$ cat config.mk
export PLATFORM = sky130hd
export DESIGN_NAME = bram_port_arb
export DESIGN_NICKNAME = d
export VERILOG_FILES = /design/src/rtl/bram_port_arb.sv
export SDC_FILE = /design/constraint.sdc
export NUM_CORES = 1
export LEC_CHECK = 0
export CAP_MARGIN = 40
export CORE_MARGIN = 10
export CORE_UTILIZATION = 37
export CTS_CLUSTER_DIAMETER = 40
export DETAILED_ROUTE_END_ITERATION = 10
export PLACE_DENSITY = 0.66
export SYNTH_ARGS = -nofsm -noshare
export SYNTH_HDL_FRONTEND = slang
export SYNTH_SLANG_ARGS = --single-unit
$ cat constraint.sdc
create_clock -name CLK -period 4.2 [get_ports CLK]
set_input_delay 0.63 -clock CLK [delete_from_list [all_inputs] [get_ports CLK]]
set_output_delay 0.63 -clock CLK [all_outputs]
set_load 0.05 [all_outputs]
$ cat src/rtl/bram_port_arb.sv
// Two-requester arbiter in front of a single BRAM port.
// Handles lock bursts with a burst cap and returns read data in acceptance order.
module bram_port_arb #(
  parameter int ADDR_WIDTH = 1,
  parameter int DATA_WIDTH = 1,
  parameter int PIPELINED  = 0,
  parameter int MAX_BURST  = 4
) (
  input  logic                  CLK,
  input  logic                  RST,
  input  logic                  REQ0_VALID,
  output logic                  REQ0_READY,
  input  logic                  REQ0_WE,
  input  logic                  REQ0_LOCK,
  input  logic [ADDR_WIDTH-1:0] REQ0_ADDR,
  input  logic [DATA_WIDTH-1:0] REQ0_DATA,
  input  logic                  REQ1_VALID,
  output logic                  REQ1_READY,
  input  logic                  REQ1_WE,
  input  logic                  REQ1_LOCK,
  input  logic [ADDR_WIDTH-1:0] REQ1_ADDR,
  input  logic [DATA_WIDTH-1:0] REQ1_DATA,
  output logic                  RSP0_VALID,
  output logic                  RSP1_VALID,
  output logic [DATA_WIDTH-1:0] RSP_DATA,
  output logic                  BRAM_EN,
  output logic                  BRAM_WE,
  output logic [ADDR_WIDTH-1:0] BRAM_ADDR,
  output logic [DATA_WIDTH-1:0] BRAM_DI,
  input  logic [DATA_WIDTH-1:0] BRAM_DO
);

  typedef enum logic [1:0] {
    IDLE = 2'd0,
    OWN0 = 2'd1,
    OWN1 = 2'd2
  } state_t;

  localparam logic [7:0] MAXB = 8'(MAX_BURST);

  state_t     state, state_nx;
  logic       last_grant, last_nx;
  logic [7:0] cnt, cnt_nx;
  logic       g0, g1;
  logic       acc;
  logic       at_max;
  logic       t1_v, t1_id;
  logic       tail_v, tail_id;

  assign at_max = (cnt == MAXB);

  // State, burst counter and tie-break history
  always_ff @(posedge CLK or posedge RST) begin
    if (RST) begin
      state      <= IDLE;
      cnt        <= 8'd0;
      last_grant <= 1'b1;
    end else begin
      state      <= state_nx;
      cnt        <= cnt_nx;
      last_grant <= last_nx;
    end
  end

  // Grant selection and next-state; a capped owner yields to a waiting peer
  always_comb begin
    g0       = 1'b0;
    g1       = 1'b0;
    state_nx = state;
    cnt_nx   = cnt;
    last_nx  = last_grant;
    unique case (state)
      IDLE: begin
        if (REQ0_VALID && (!REQ1_VALID || last_grant)) g0 = 1'b1;
        else if (REQ1_VALID)                          g1 = 1'b1;
      end
      OWN0: begin
        if (at_max && REQ1_VALID) g1 = 1'b1;
        else if (REQ0_VALID)      g0 = 1'b1;
      end
      OWN1: begin
        if (at_max && REQ0_VALID) g0 = 1'b1;
        else if (REQ1_VALID)      g1 = 1'b1;
      end
      default: ;
    endcase
    if (RST) begin
      g0 = 1'b0;
      g1 = 1'b0;
    end
    if (g0) begin
      last_nx = 1'b0;
      if (REQ0_LOCK) begin
        state_nx = OWN0;
        if (state == OWN0) cnt_nx = at_max ? cnt : cnt + 8'd1;
        else               cnt_nx = 8'd1;
      end else begin
        state_nx = IDLE;
        cnt_nx   = 8'd0;
      end
    end else if (g1) begin
      last_nx = 1'b1;
      if (REQ1_LOCK) begin
        state_nx = OWN1;
        if (state == OWN1) cnt_nx = at_max ? cnt : cnt + 8'd1;
        else               cnt_nx = 8'd1;
      end else begin
        state_nx = IDLE;
        cnt_nx   = 8'd0;
      end
    end else begin
      state_nx = IDLE;
      cnt_nx   = 8'd0;
    end
  end

  assign REQ0_READY = g0;
  assign REQ1_READY = g1;
  assign acc        = g0 | g1;

  // Steer the granted request onto the BRAM port, zero when idle
  always_comb begin
    BRAM_EN   = acc;
    BRAM_WE   = 1'b0;
    BRAM_ADDR = '0;
    BRAM_DI   = '0;
    if (g0) begin
      BRAM_WE   = REQ0_WE;
      BRAM_ADDR = REQ0_ADDR;
      BRAM_DI   = REQ0_DATA;
    end else if (g1) begin
      BRAM_WE   = REQ1_WE;
      BRAM_ADDR = REQ1_ADDR;
      BRAM_DI   = REQ1_DATA;
    end
  end

  // First tag stage records which requester issued a read this cycle
  always_ff @(posedge CLK or posedge RST) begin
    if (RST) begin
      t1_v  <= 1'b0;
      t1_id <= 1'b0;
    end else begin
      t1_v  <= acc & ~BRAM_WE;
      t1_id <= g1;
    end
  end

  generate
    if (PIPELINED != 0) begin : g_l2
      logic t2_v, t2_id;
      // Second tag stage matches the BRAM output register
      always_ff @(posedge CLK or posedge RST) begin
        if (RST) begin
          t2_v  <= 1'b0;
          t2_id <= 1'b0;
        end else begin
          t2_v  <= t1_v;
          t2_id <= t1_id;
        end
      end
      assign tail_v  = t2_v;
      assign tail_id = t2_id;
    end else begin : g_l1
      assign tail_v  = t1_v;
      assign tail_id = t1_id;
    end
  endgenerate

  assign RSP0_VALID = tail_v & ~tail_id;
  assign RSP1_VALID = tail_v & tail_id;
  assign RSP_DATA   = tail_v ? BRAM_DO : '0;

endmodule

==> implementation parameters <==
Parameter                              Value

Synth
  FFs w/ async S/R, synth    100%
  Yosys Warn Count    0
  Synth Instances    83
  Xor and xnor area share after synthesis    8.17%
  Synth Area in Compound Gates    about 16%
  Total of flip-flops plus latches after synthesis    13
  Portion of the post-synthesis area used by sequential elements    between 30% and 40%
  Top FF cell, synth    sky130_fd_sc_hd__dfrtp_1
  Count of different cell masters after synthesis    34
  Fraction of synthesized area in multiplexers    under 10%
  Largest area contributor in the netlist    sky130_fd_sc_hd__dfrtp_1
  Post-Synth Simple-Gate Area    between 20 and 30%
  Number of nets produced by synthesis    98
  Largest cells by area after synthesis    sky130_fd_sc_hd__dfrtp_1, sky130_fd_sc_hd__xor2_1, sky130_fd_sc_hd__nor2_1
  Synthesized area divided by synthesized cell count    10.1 µm²
  Syn Std Cell Area    842 µm²
  Main combinational cell family by area after synthesis    simple AND/OR/NAND/NOR gates
  Share of the synthesized area in the top cell type    a little over a third
  Number of synthesized flops with an enable pin    0
  Area share of fa/ha/maj cells after synthesis    between 2 and 3%
  Count leader, synth    sky130_fd_sc_hd__dfrtp_1
  Leading cell types by count after synthesis    sky130_fd_sc_hd__dfrtp_1, sky130_fd_sc_hd__nor2_1, sky130_fd_sc_hd__inv_1, sky130_fd_sc_hd__nand3_1, sky130_fd_sc_hd__xor2_1

Critical path
  Class of the most critical setup path    input port to output port
  Arr. time, crit path    around 2.9 ns
  Library cell contributing the largest single delay on the critical path    sky130_fd_sc_hd__clkdlybuf4s50_1
  Cell-by-cell trace of the critical path    clkdlybuf4s50_1 > nor2b_1 > nand2_1 > o211ai_4 > a22o_1 > clkdlybuf4s50_1
  Type of origin of the critical path    input port
  WP data required    roughly 3.6 ns
  Sort of element at the end of the critical path    output port
  Crit-path most repeated cell    sky130_fd_sc_hd__clkdlybuf4s50_1
  Slowest cell delay on critical path    0.81 ns
  Crit-path max FO    11

Placed design
  Port-buffer cells    21
  Gpl congestion    slightly below 0.9
  HPWL after detailed placement    about 1500 µm

CTS
  Count of instances resized after the clock tree is built    0
  TritonCTS clock tree    yes
  Clock tree root driver cell    sky130_fd_sc_hd__clkbuf_4
  Clock tree sinks    13
  CTS HTree Levels    1
  Post-CTS setup buffer count    0
  Number of buffers inserted during clock tree synthesis    3
  Clock-pin slew on the worst setup and hold paths    0.09 ns
  Number of hold buffers added after cts    0
  Clock latency on the worst-skew pair    between 0.2 and 0.3 ns
  Largest buffer count on any clock path    2

Floorplanning
  Core box area    between 2000 and 2500 µm²
  Io pins    22
  Floorplan die width    just under 70 µm
  Die area    between 4000 and 5000 µm²
  Starting density of the core    around 38%
  Site Rows    17
  Vert. Die Dim    67.7 µm

Finish
  Area growth from synthesis to final layout    31.4%
  Number of diodes    0
  Utilization after layout    50.5%
  Share of cells above drive strength 1    a little over an eighth
  Final-layout fill cell count    slightly below 200
  # nets final    about 120

Timing
  Slew Limit Headroom    65.5%
  Fmax    ~280 MHz
  Unrepaired setup endpoints after global routing    no
  Number of endpoints failing setup at the final stage    0
  Aggregate negative setup slack    0 ns
  Clock skew    about 0.0079 ns
  Crit share post-route    between 80% and 90%
  Pin slew with the least headroom to its limit    slightly above 0.5 ns
  Final hold violation count    0
  Min cycle time layout    around 3.5 ns
  Slew Viols, Final    0

Pwr
  Internal Dissipation    0.218 mW
  Clock share of power    23.6%
  Power spent charging and discharging nets    roughly 0.12 mW
  Power per Cell Area    305 nW/µm²
  Part of the power in combinational logic    33.8%
  Sw Ratio    a little over a third
  Sequential Power Share    a little over two fifths
  Worst vdd rail ir drop    around 0.15 mV
  Reported leakage power    roughly 0.45 nW

Route
  Total length of routed wires    roughly 2000 µm
  Number of vias per cell after detailed routing    around 5
  First drt pass iteration count    4
  Number of remaining DRC errors    0
  DRT antenna net count    0
  Routed length per placed instance    around 15 µm
  DR vias    between 600 and 700
  First-iteration detailed-routing DRC count    14

GRT
  Largest net degree at the start of global routing    14
  Total routing resource utilization after global routing    a little under a tenth
  Initial antenna violation count    0
  Via count of the first global-routing pass    692
  First-pass GRT wire length    3340 µm
  Overflow left after global routing    0

Min path
  Hold crit path type    register to register

Run status
  Outcome    finished, final reports clean

Run
  Number of max-capacitance violations reported    0
==> path summary, 6_finish.rpt <==
| path | from | end | slack (ns) | depth (start not counted) |
|---|---|---|---|---|
| min in group asynchronous | RST | state[1] | 0.77 | 2 |
| worst max register to register | cnt[0] | cnt[0] | 2.18 | 7 |
| worst min-delay path | last_grant | last_grant | 0.52 | 2 |
| worst max-delay path | REQ1_VALID | BRAM_WE | 0.65 | 6 |
| max in group asynchronous | RST | last_grant | 3.08 | 2 |
| worst min register to register | last_grant | last_grant | 0.52 | 2 |
==> final cells by class <==
class                           count  area (µm²)  area share, %
Clock buffer                        4        26.3           2.38
Timing Repair Buffer               21         210           19.0
Sequential cell                    13         327           29.5
Multi-Input combinational cell     64         489           44.2
Inverter                            5        18.8           1.70
Tap cell                           28        35.0           3.17
==> metal layers <==
layer  up-vias  routed length (µm)  GRT usage, %
met4         0                  38          6.15
met1       326                 818          11.2
met3         4                  27         0.992
met2         8                1090          15.8
met5         -                   0             0
li1        336                   -             -
==> critical path, delay by kind of cell <==
family                 cells  cell delay, ns
AO/OA/AOI/OAI              2            0.62
buffers and inverters      2            1.32
AND/OR/NAND/NOR            2            0.35
==> power by group through the flow <==
stage / registers, mW / logic (mW) / clock network [mW]
after floorplan: 0.143 / 0.0753 / 0
after global routing: 0.145 / 0.122 / 0.0861
after CTS: 0.143 / 0.115 / 0.0821
final: 0.144 / 0.114 / 0.0795
after global placement: 0.145 / 0.114 / 0
after detailed placement: 0.146 / 0.114 / 0
==> layout by cell type (no fill, tap or decap), types with 2 or more instances in the layout <==
cell type                          n
sky130_fd_sc_hd__nor2_1           11
sky130_fd_sc_hd__a21oi_1           2
sky130_fd_sc_hd__nor3_1            2
sky130_fd_sc_hd__and3_1            2
sky130_fd_sc_hd__nand4_1           2
sky130_fd_sc_hd__xor2_1            5
sky130_fd_sc_hd__nand2_1           4
sky130_fd_sc_hd__nand3_1           5
sky130_fd_sc_hd__clkbuf_4          3
sky130_fd_sc_hd__ha_1              2
sky130_fd_sc_hd__and2_1            4
sky130_fd_sc_hd__dfrtp_1          12
sky130_fd_sc_hd__nor2b_1           4
sky130_fd_sc_hd__a22o_1            3
sky130_fd_sc_hd__clkdlybuf4s50_1  21
sky130_fd_sc_hd__inv_1             5
==> state kept, by name, indices dropped and copies added (netlist names) <==
| name | cells |
|---|---|
| t1_id | 1 |
| cnt | 8 |
| last_grant | 1 |
| t1_v | 1 |
| state | 2 |
==> cells by family after synthesis <==
logic type	Yosys count
and+or+nand+nor	43
buffers and inverters	6
adders and majority gates	2
AOI/OAI and AO/OA	11
DFF	13
muxes	1
xor gates and xnor gates	7
==> through the flow <==
step / cells / cell area, µm² / hold slack (ns) / power, mW / worst slack, ns
after floorplan: 83 / 842 / 0.484 / 0.218 / 1.29
after global placement: 131 / 1080 / 0.511 / 0.259 / 0.729
after detailed placement: 131 / 1080 / 0.504 / 0.260 / 0.671
after CTS: 135 / 1110 / 0.518 / 0.340 / 0.672
after global routing: 135 / 1110 / 0.562 / 0.353 / 0.503
final: 135 / 1110 / 0.524 / 0.337 / 0.651
Power figures use the tool's default switching activity.
